$ cat src/rtl/adder_arb_ctrl_if.sv
// Requester, response and adder-side signal bundle for adder_arb_ctrl.
// The slave modport is the arbiter's view; master is the surrounding system.
`timescale 1ns/1ps
interface adder_arb_ctrl_if;
    logic        req0_valid;
    logic [7:0]  req0_a;
    logic [7:0]  req0_b;
    logic        req0_cin;
    logic        req0_bcd;
    logic        req0_ready;

    logic        req1_valid;
    logic [7:0]  req1_a;
    logic [7:0]  req1_b;
    logic        req1_cin;
    logic        req1_bcd;
    logic        req1_ready;

    logic        rsp_valid;
    logic        rsp_id;
    logic [11:0] rsp_sum;
    logic        rsp_cout;
    logic        rsp_ready;

    logic [7:0]  add_A;
    logic [7:0]  add_B;
    logic        add_Cin;
    logic        add_Ctrl;
    logic        add_BCDCtrl;
    logic [11:0] add_Sum;
    logic        add_Cout;

    modport master (
        output req0_valid, req0_a, req0_b, req0_cin, req0_bcd,
        input  req0_ready,
        output req1_valid, req1_a, req1_b, req1_cin, req1_bcd,
        input  req1_ready,
        input  rsp_valid, rsp_id, rsp_sum, rsp_cout,
        output rsp_ready,
        input  add_A, add_B, add_Cin, add_Ctrl, add_BCDCtrl,
        output add_Sum, add_Cout
    );

    modport slave (
        input  req0_valid, req0_a, req0_b, req0_cin, req0_bcd,
        output req0_ready,
        input  req1_valid, req1_a, req1_b, req1_cin, req1_bcd,
        output req1_ready,
        output rsp_valid, rsp_id, rsp_sum, rsp_cout,
        input  rsp_ready,
        output add_A, add_B, add_Cin, add_Ctrl, add_BCDCtrl,
        input  add_Sum, add_Cout
    );
endinterface

$ cat src/rtl/adder_arb_ctrl.sv
// Round-robin arbiter/sequencer for a shared 8-bit adder with BCD output.
// Define ADDER_ARB_CTRL_BCD_EN to honour the requesters' BCD select.
`timescale 1ns/1ps
module adder_arb_ctrl #(
    parameter int unsigned SETTLE = 1
) (
    input  logic           clk,
    input  logic           rst,
    adder_arb_ctrl_if.slave bus
);
    typedef enum logic [1:0] {
        IDLE  = 2'd0,
        DRIVE = 2'd1,
        RESP  = 2'd2
    } state_t;

    localparam logic [3:0] SETTLE_LAST = 4'(SETTLE - 1);

`ifdef ADDER_ARB_CTRL_BCD_EN
    localparam logic [11:0] SUM_MASK = 12'hFFF;
`else
    // Binary-only build: the hundreds digit can never be legitimately non-zero.
    localparam logic [11:0] SUM_MASK = 12'h0FF;
`endif

    logic [1:0] req_valid;
    logic [7:0] req_a [2];
    logic [7:0] req_b [2];
    logic [1:0] req_cin;
    logic [1:0] req_ready;

    assign req_valid = {bus.req1_valid, bus.req0_valid};
    assign req_cin   = {bus.req1_cin, bus.req0_cin};
    assign req_a[0]  = bus.req0_a;
    assign req_a[1]  = bus.req1_a;
    assign req_b[0]  = bus.req0_b;
    assign req_b[1]  = bus.req1_b;

    state_t      state_reg, state_next;
    logic        rr_reg, rr_next;
    logic [7:0]  a_reg, a_next;
    logic [7:0]  b_reg, b_next;
    logic        cin_reg, cin_next;
    logic        id_reg, id_next;
    logic [3:0]  cnt_reg, cnt_next;
    logic [11:0] sum_reg, sum_next;
    logic        cout_reg, cout_next;

    logic grant;
    logic grant_valid;
    logic accept;
    logic drive;

    // A lone requester wins outright; rr only breaks ties.
    always_comb begin
        grant_valid = |req_valid;
        if (&req_valid) begin
            grant = rr_reg;
        end else begin
            grant = req_valid[1];
        end
    end

    genvar gi;
    generate
        for (gi = 0; gi < 2; gi++) begin : g_ready
            assign req_ready[gi] = (state_reg == IDLE) && req_valid[gi] && (grant == 1'(gi));
        end
    endgenerate

    assign accept         = (state_reg == IDLE) && grant_valid;
    assign bus.req0_ready = req_ready[0];
    assign bus.req1_ready = req_ready[1];

    always_comb begin
        state_next = state_reg;
        rr_next    = rr_reg;
        a_next     = a_reg;
        b_next     = b_reg;
        cin_next   = cin_reg;
        id_next    = id_reg;
        cnt_next   = cnt_reg;
        sum_next   = sum_reg;
        cout_next  = cout_reg;
        case (state_reg)
            IDLE: begin
                if (grant_valid) begin
                    a_next     = req_a[grant];
                    b_next     = req_b[grant];
                    cin_next   = req_cin[grant];
                    id_next    = grant;
                    cnt_next   = 4'd0;
                    state_next = DRIVE;
                end
            end
            DRIVE: begin
                cnt_next = cnt_reg + 4'd1;
                if (cnt_reg == SETTLE_LAST) begin
                    sum_next   = bus.add_Sum & SUM_MASK;
                    cout_next  = bus.add_Cout;
                    state_next = RESP;
                end
            end
            RESP: begin
                if (bus.rsp_ready) begin
                    rr_next    = ~id_reg;
                    state_next = IDLE;
                end
            end
            default: state_next = IDLE;
        endcase
    end

    always_ff @(posedge clk) begin
        if (rst) begin
            state_reg <= IDLE;
            rr_reg    <= 1'b0;
            a_reg     <= 8'h00;
            b_reg     <= 8'h00;
            cin_reg   <= 1'b0;
            id_reg    <= 1'b0;
            cnt_reg   <= 4'd0;
            sum_reg   <= 12'h000;
            cout_reg  <= 1'b0;
        end else begin
            state_reg <= state_next;
            rr_reg    <= rr_next;
            a_reg     <= a_next;
            b_reg     <= b_next;
            cin_reg   <= cin_next;
            id_reg    <= id_next;
            cnt_reg   <= cnt_next;
            sum_reg   <= sum_next;
            cout_reg  <= cout_next;
        end
    end

    assign drive = (state_reg == DRIVE);

`ifdef ADDER_ARB_CTRL_BCD_EN
    logic [1:0] req_bcd;
    logic       bcd_reg, bcd_next;

    assign req_bcd = {bus.req1_bcd, bus.req0_bcd};

    always_comb begin
        bcd_next = bcd_reg;
        if (accept) begin
            bcd_next = req_bcd[grant];
        end
    end

    always_ff @(posedge clk) begin
        if (rst) begin
            bcd_reg <= 1'b0;
        end else begin
            bcd_reg <= bcd_next;
        end
    end

    assign bus.add_BCDCtrl = drive && bcd_reg;
`else
    logic bcd_unused;
    assign bcd_unused      = bus.req0_bcd | bus.req1_bcd | accept;
    assign bus.add_BCDCtrl = 1'b0;
`endif

    // The adder sees quiet zero operands whenever it is not enabled.
    assign bus.add_Ctrl = ~drive;
    assign bus.add_A    = drive ? a_reg : 8'h00;
    assign bus.add_B    = drive ? b_reg : 8'h00;
    assign bus.add_Cin  = drive && cin_reg;

    assign bus.rsp_valid = (state_reg == RESP);
    assign bus.rsp_id    = id_reg;
    assign bus.rsp_sum   = sum_reg;
    assign bus.rsp_cout  = cout_reg;
endmodule

$ cat src/flat_wrapper.sv
// flat-port wrapper written by rule: the top's interface ports become plain ports
module adder_arb_ctrl_flat 
#(
    parameter int unsigned SETTLE = 1
)
  (clk, rst, bus_req0_valid, bus_req0_a, bus_req0_b, bus_req0_cin, bus_req0_bcd, bus_req0_ready, bus_req1_valid, bus_req1_a, bus_req1_b, bus_req1_cin, bus_req1_bcd, bus_req1_ready, bus_rsp_valid, bus_rsp_id, bus_rsp_sum, bus_rsp_cout, bus_rsp_ready, bus_add_A, bus_add_B, bus_add_Cin, bus_add_Ctrl, bus_add_BCDCtrl, bus_add_Sum, bus_add_Cout);
  adder_arb_ctrl_if bus_i ();
  input  logic clk;
  input  logic rst;
  input wire logic [$bits(bus_i.req0_valid)-1:0] bus_req0_valid;
  input wire logic [$bits(bus_i.req0_a)-1:0] bus_req0_a;
  input wire logic [$bits(bus_i.req0_b)-1:0] bus_req0_b;
  input wire logic [$bits(bus_i.req0_cin)-1:0] bus_req0_cin;
  input wire logic [$bits(bus_i.req0_bcd)-1:0] bus_req0_bcd;
  output wire logic [$bits(bus_i.req0_ready)-1:0] bus_req0_ready;
  input wire logic [$bits(bus_i.req1_valid)-1:0] bus_req1_valid;
  input wire logic [$bits(bus_i.req1_a)-1:0] bus_req1_a;
  input wire logic [$bits(bus_i.req1_b)-1:0] bus_req1_b;
  input wire logic [$bits(bus_i.req1_cin)-1:0] bus_req1_cin;
  input wire logic [$bits(bus_i.req1_bcd)-1:0] bus_req1_bcd;
  output wire logic [$bits(bus_i.req1_ready)-1:0] bus_req1_ready;
  output wire logic [$bits(bus_i.rsp_valid)-1:0] bus_rsp_valid;
  output wire logic [$bits(bus_i.rsp_id)-1:0] bus_rsp_id;
  output wire logic [$bits(bus_i.rsp_sum)-1:0] bus_rsp_sum;
  output wire logic [$bits(bus_i.rsp_cout)-1:0] bus_rsp_cout;
  input wire logic [$bits(bus_i.rsp_ready)-1:0] bus_rsp_ready;
  output wire logic [$bits(bus_i.add_A)-1:0] bus_add_A;
  output wire logic [$bits(bus_i.add_B)-1:0] bus_add_B;
  output wire logic [$bits(bus_i.add_Cin)-1:0] bus_add_Cin;
  output wire logic [$bits(bus_i.add_Ctrl)-1:0] bus_add_Ctrl;
  output wire logic [$bits(bus_i.add_BCDCtrl)-1:0] bus_add_BCDCtrl;
  input wire logic [$bits(bus_i.add_Sum)-1:0] bus_add_Sum;
  input wire logic [$bits(bus_i.add_Cout)-1:0] bus_add_Cout;
  assign bus_i.req0_valid = bus_req0_valid;
  assign bus_i.req0_a = bus_req0_a;
  assign bus_i.req0_b = bus_req0_b;
  assign bus_i.req0_cin = bus_req0_cin;
  assign bus_i.req0_bcd = bus_req0_bcd;
  assign bus_req0_ready = bus_i.req0_ready;
  assign bus_i.req1_valid = bus_req1_valid;
  assign bus_i.req1_a = bus_req1_a;
  assign bus_i.req1_b = bus_req1_b;
  assign bus_i.req1_cin = bus_req1_cin;
  assign bus_i.req1_bcd = bus_req1_bcd;
  assign bus_req1_ready = bus_i.req1_ready;
  assign bus_rsp_valid = bus_i.rsp_valid;
  assign bus_rsp_id = bus_i.rsp_id;
  assign bus_rsp_sum = bus_i.rsp_sum;
  assign bus_rsp_cout = bus_i.rsp_cout;
  assign bus_i.rsp_ready = bus_rsp_ready;
  assign bus_add_A = bus_i.add_A;
  assign bus_add_B = bus_i.add_B;
  assign bus_add_Cin = bus_i.add_Cin;
  assign bus_add_Ctrl = bus_i.add_Ctrl;
  assign bus_add_BCDCtrl = bus_i.add_BCDCtrl;
  assign bus_i.add_Sum = bus_add_Sum;
  assign bus_i.add_Cout = bus_add_Cout;
  adder_arb_ctrl #(.SETTLE(SETTLE)) u_core (.clk(clk), .rst(rst), .bus(bus_i));
endmodule
$ cat config.mk
export PLATFORM = sky130hd
export DESIGN_NAME = adder_arb_ctrl_flat
export DESIGN_NICKNAME = d
export VERILOG_FILES = /design/src/rtl/adder_arb_ctrl_if.sv /design/src/rtl/adder_arb_ctrl.sv /design/src/flat_wrapper.sv
export SDC_FILE = /design/constraint.sdc
export NUM_CORES = 1
export LEC_CHECK = 0
export ABC_AREA = 1
export CAP_MARGIN = 20
export CELL_PAD_IN_SITES_DETAIL_PLACEMENT = 0
export CELL_PAD_IN_SITES_GLOBAL_PLACEMENT = 2
export CORE_MARGIN = 1.5
export CORE_UTILIZATION = 27
export CTS_BUF_LIST = sky130_fd_sc_hd__clkbuf_16
export DETAILED_ROUTE_END_ITERATION = 7
export DONT_BUFFER_PORTS = 1
export PLACE_DENSITY_LB_ADDON = 0.1
export RECOVER_POWER = 25
export SYNTH_ARGS = -nofsm -noshare
export SYNTH_HDL_FRONTEND = slang
export SYNTH_SLANG_ARGS = --single-unit
export TNS_END_PERCENT = 1
$ cat constraint.sdc
create_clock -name clk -period 1.25 [get_ports clk]
set_input_delay 0.0625 -clock clk [delete_from_list [all_inputs] [get_ports clk]]
set_output_delay 0.0625 -clock clk [all_outputs]
set_load 0.03 [all_outputs]
== Yosys cells after proc, flatten, opt, wreduce, memory -nomap -nowiden ==
Cells that the tools add are included.
Cells by class
  add/sub/neg operators: 1
  $lt $le $gt $ge: 2
  eq/ne operators: 5
  mux-type cells: 17
  bitwise gates (word level): 4
  reduce and logical (&&, ||, !) cells: 15
Operators with widths (number)
  2-to-1 mux 8 bit: 8
  AND reduction 2 bit: 5
  case mux 4 bit (2 select lines): 1
  2-to-1 mux 2 bit: 3
  case mux 2 bit (3 select lines): 1
  logical AND 1 bit: 5
  adder 4 x 1 -> 4 bit, second input constant: 1
  zero test 4 bit: 1
  2-to-1 mux 4 bit: 1
  inequality test 2 x 1 -> 1 bit, second input constant: 2
  2-to-1 mux 1 bit: 3
  inverter 1 bit: 3
  AND reduction 3 bit: 1
  equality test 2 x 1 -> 1 bit, second input constant: 1
  equality test 2 bit, second input constant: 1
  greater-or-equal comparator 2 bit, second input constant: 1
  zero test 2 bit: 1
  less-than comparator 1 x 2 -> 1 bit, second input constant: 1
  inequality test 2 bit, second input constant: 1
  inverter 1 -> 2 bit: 1
  nonzero test 2 bit: 1
  OR reduction 2 bit: 1
Storage, ports and cells
  flip-flop bits (word level): 34
  bits of input ports: 54
  output and inout bits: 36
  word-level logic and storage cells: 53

== Longest topological paths before layout ==
  depth after elaboration: 6
  mapped depth: 9
  gate-level depth less buffers: 7

== Worst setup path before layout ==
OpenSTA, ideal clock, no wires.
  path kind: reg-to-output
  from: reg u_core.rr_reg
  to: out bus_req0_ready
  data arrival time: 1.526 ns
  data required time: 1.188 ns
  setup slack: -0.339 ns
  cell stages (with the launch flop): 6
  path buffers: 0
  cells stage by stage: dfxtp_1 > inv_2 > nand2_2 > nand2_2 > inv_1 > nor4_1
Between the ends
  word-level cells in the longest chain between the ends: 3
RTL lines
  start: declaration: line adder_arb_ctrl.sv:40  | logic rr_reg, rr_next;
  start signal: assignment: line adder_arb_ctrl.sv:127  | rr_reg <= rr_next;
  2-to-1 mux 1 bit: line adder_arb_ctrl.sv:57  | if (&req_valid) begin
  inverter 1 bit: line adder_arb_ctrl.sv:67  | assign req_ready[gi] = (state_reg == IDLE) && req_valid[gi] && (grant == 1'(gi));
  logical AND 1 bit: line adder_arb_ctrl.sv:67
  end: declaration: line flat_wrapper.sv:15  | output wire logic [$bits(bus_i.req0_ready)-1:0] bus_req0_ready;
No other way between the ends.

== Worst setup path in the final report ==
Same ends and word-level chain as after synthesis.

==> impl_metrics.tcl <==
set metrics [dict create \
    report.final.setup_viol 12 \
    min-delay-path-class "input pin to flop" \
    synth.yosys.seq_area_share 0.3741 \
    std_cell_rows 29 \
    max_slew_vio_count 0 \
    synth_register_bits 34 \
    buffers_on_ports 0 \
    synth.lib_cells_used.distinct 20 \
    violated_checks "DRC, setup timing" \
    syn-mean-instance-area_sq_um 6.317 \
    avgRoutedWirePerCell_um 12.10 \
    clkLatencyLatePin_ps 280 \
    die_height_um 85.09 \
    synthesis.yosys.warnings 0 \
    worst_slew_margin_rel 0.3733 \
    area_overhead_vs_synth_pct 52.61 \
    grt_antenna_before_repair 0 \
    finalWeightedCongestion 0.7227 \
    globalRoute.totalOverflow 0 \
    layout_min_cycle_time_ps 1317 \
    fin_skew_ps 6.415 \
    root_buffer "clkbuf_16" \
    cellPowerDensity_mw_per_mm2 1414 \
    cap_violations 0 \
    die-width_um 85.09 \
    fin_total_pwr_mw 3.926 \
    timing.final.hold_violations 0 \
    nets 404 \
    setup_ws_ps -67.48 \
    floorplan.initialDensity 0.2833 \
    number_of_drc_markers_in_iteration_0 44 \
    worstPathArrival_ps 1250 \
    post_synth_instance_area_sq_mm 0.001819 \
    route.detailed.drc 5 \
    crit_path_max_fanout 2 \
    place.detailed.hpwl_um 3339 \
    via_count 1866 \
    setup_repair_after_global_routing_missed_its_margin "true" \
    tightest_slew_ps 940.0 \
    grt_pass1_wl_um 8487 \
    antenna_left 0 \
    first_global_vias 1763 \
    worstSetupEndpointType "output port" \
    numClockSinks 34 \
    ioPinCount 90 \
    final.setup.tns_ps -243.4 \
    cellLeakagePower_nw 1.343 \
    tritoncts_clock_tree "yes" \
    critPathLaunchType "flop" \
    status "finished, violations left" \
    iteration_count_of_the_initial_detailed_routing_pass 5 \
    cts_buffer_depth 2 \
    synthCells 288 \
    cts_max_level 2 \
    finish.utilization 0.4323 \
    ratio_of_cells_with_drive_above_1_in_the_final_layout 0.2120 \
    cp_data_required_time_ps 1190 \
    die-area_sq_mm 0.007239 \
    numCtsBuffers 5 \
    critPathKind "flop to output port" \
    grt_max_degree 23 \
    routed_via_count_divided_by_cell_count 4.380 \
    final_min_period_over_clock_period 1.054 \
    fp.coreArea_sq_mm 0.006422 \
    worst_ir_drop_vdd_uv 550.3 \
    cts.clk_slew.worst_paths_ps 60 \
    clock.fmax_mhz 759.0 \
    diodes 0 \
    grt.total_usage 0.1507 \
    drt-total-wl_um 5154 \
]
logic make-up after synthesis:
group / share of synthesized area
simple gates: 0.3508
buf+inv: 0.1878
flops: 0.3741
compound gates: 0.07152
fa+ha+maj: 0.01375
other cells: 0.002061
cells in the mapped netlist:
cell / instances / area [sq um]
a21oi_1: 25 / 125.1
buf_1: 1 / 3.750
buf_2: 4 / 20.02
buf_4: 6 / 45.04
buf_6: 4 / 45.04
clkbuf_1: 3 / 11.26
conb_1: 1 / 3.750
dfxtp_1: 34 / 680.7
ha_1: 2 / 25.02
inv_1: 53 / 198.9
inv_2: 3 / 11.26
inv_4: 1 / 6.260
nand2_1: 62 / 232.7
nand2_2: 4 / 25.02
nand3_1: 42 / 210.2
nand4_1: 1 / 6.260
nor2_1: 39 / 146.4
nor2_4: 1 / 11.26
nor4_1: 1 / 6.260
o21ai_0: 1 / 5.000
layer usage:
metal / track usage / vias up / wire, um
met4: 0.05365 / 0 / 77
met1: 0.1881 / 827 / 2408
li1: - / 981 / -
met3: 0.03988 / 7 / 307
met2: 0.2504 / 51 / 2361
met5: 0 / - / 0
report_power, final:
group          internal [mW]  leakage [nW]  total, mW  switching, mW
logic                  0.465         0.977       1.23          0.765
clock network          0.933        0.0836       1.41          0.481
registers               1.22         0.282       1.28         0.0575
total                   2.62          1.34       3.93           1.30
through the flow:
step	setup slack [ps]	instances	hold WS (ps)	area [sq um]
global placement	75.58	389	138.0	2122
CTS	-53.04	425	8.523	2681
global route	-129.7	426	48.07	2776
finish	-67.48	426	20.72	2776
detailed placement	57.09	389	137.3	2122
floorplan	-101.8	292	206.8	1841
repair_timing:
item	in CTS	in global routing
gates cloned	1	0
resized for setup	33	33
buffers inserted	1	1
hold buffers	26	0
endpoints found under the setup margin	20	51
endpoints found under the hold margin	32	0
pin swaps	1	5
worst paths after layout:
path                  startpoint                 to  slack, ps  depth (start not counted)
min reg2reg        u_core.rr_reg      u_core.rr_reg        480                          2
min                bus_req0_b[5]    u_core.b_reg[5]         20                          4
max reg2reg  u_core.state_reg[1]  u_core.cnt_reg[2]         80                          5
max                u_core.rr_reg     bus_req0_ready        -70                          6
final cells by class:
class,instances,area (sq um)
clock buffers,5,125.1
clock inverters,3,40.04
fillers,696,3646
inverters,57,221.5
multi-input cells,183,953.4
flip-flops and latches,34,686.9
well taps,77,96.34
repair buffers,67,653.1
cells in the final DEF (no fill, tap or decap), drive strengths merged, types with 2 or more instances in the layout:
cell type	instances
nand2	66
inv	56
nand3	42
nor2	40
dfxtp	34
buf	31
a21oi	25
dlygate4sd3	25
clkbuf	15
conb	5
clkinv	3
ha	2
worst max-delay path: stages, from the launching register on:
cell	delay [ps]
dfxtp_2	310
inv_2	70
nand2_4	60
nand2_4	60
inv_4	40
nor4_4	260
buf_6	170
Power figures use the tool's default switching activity.
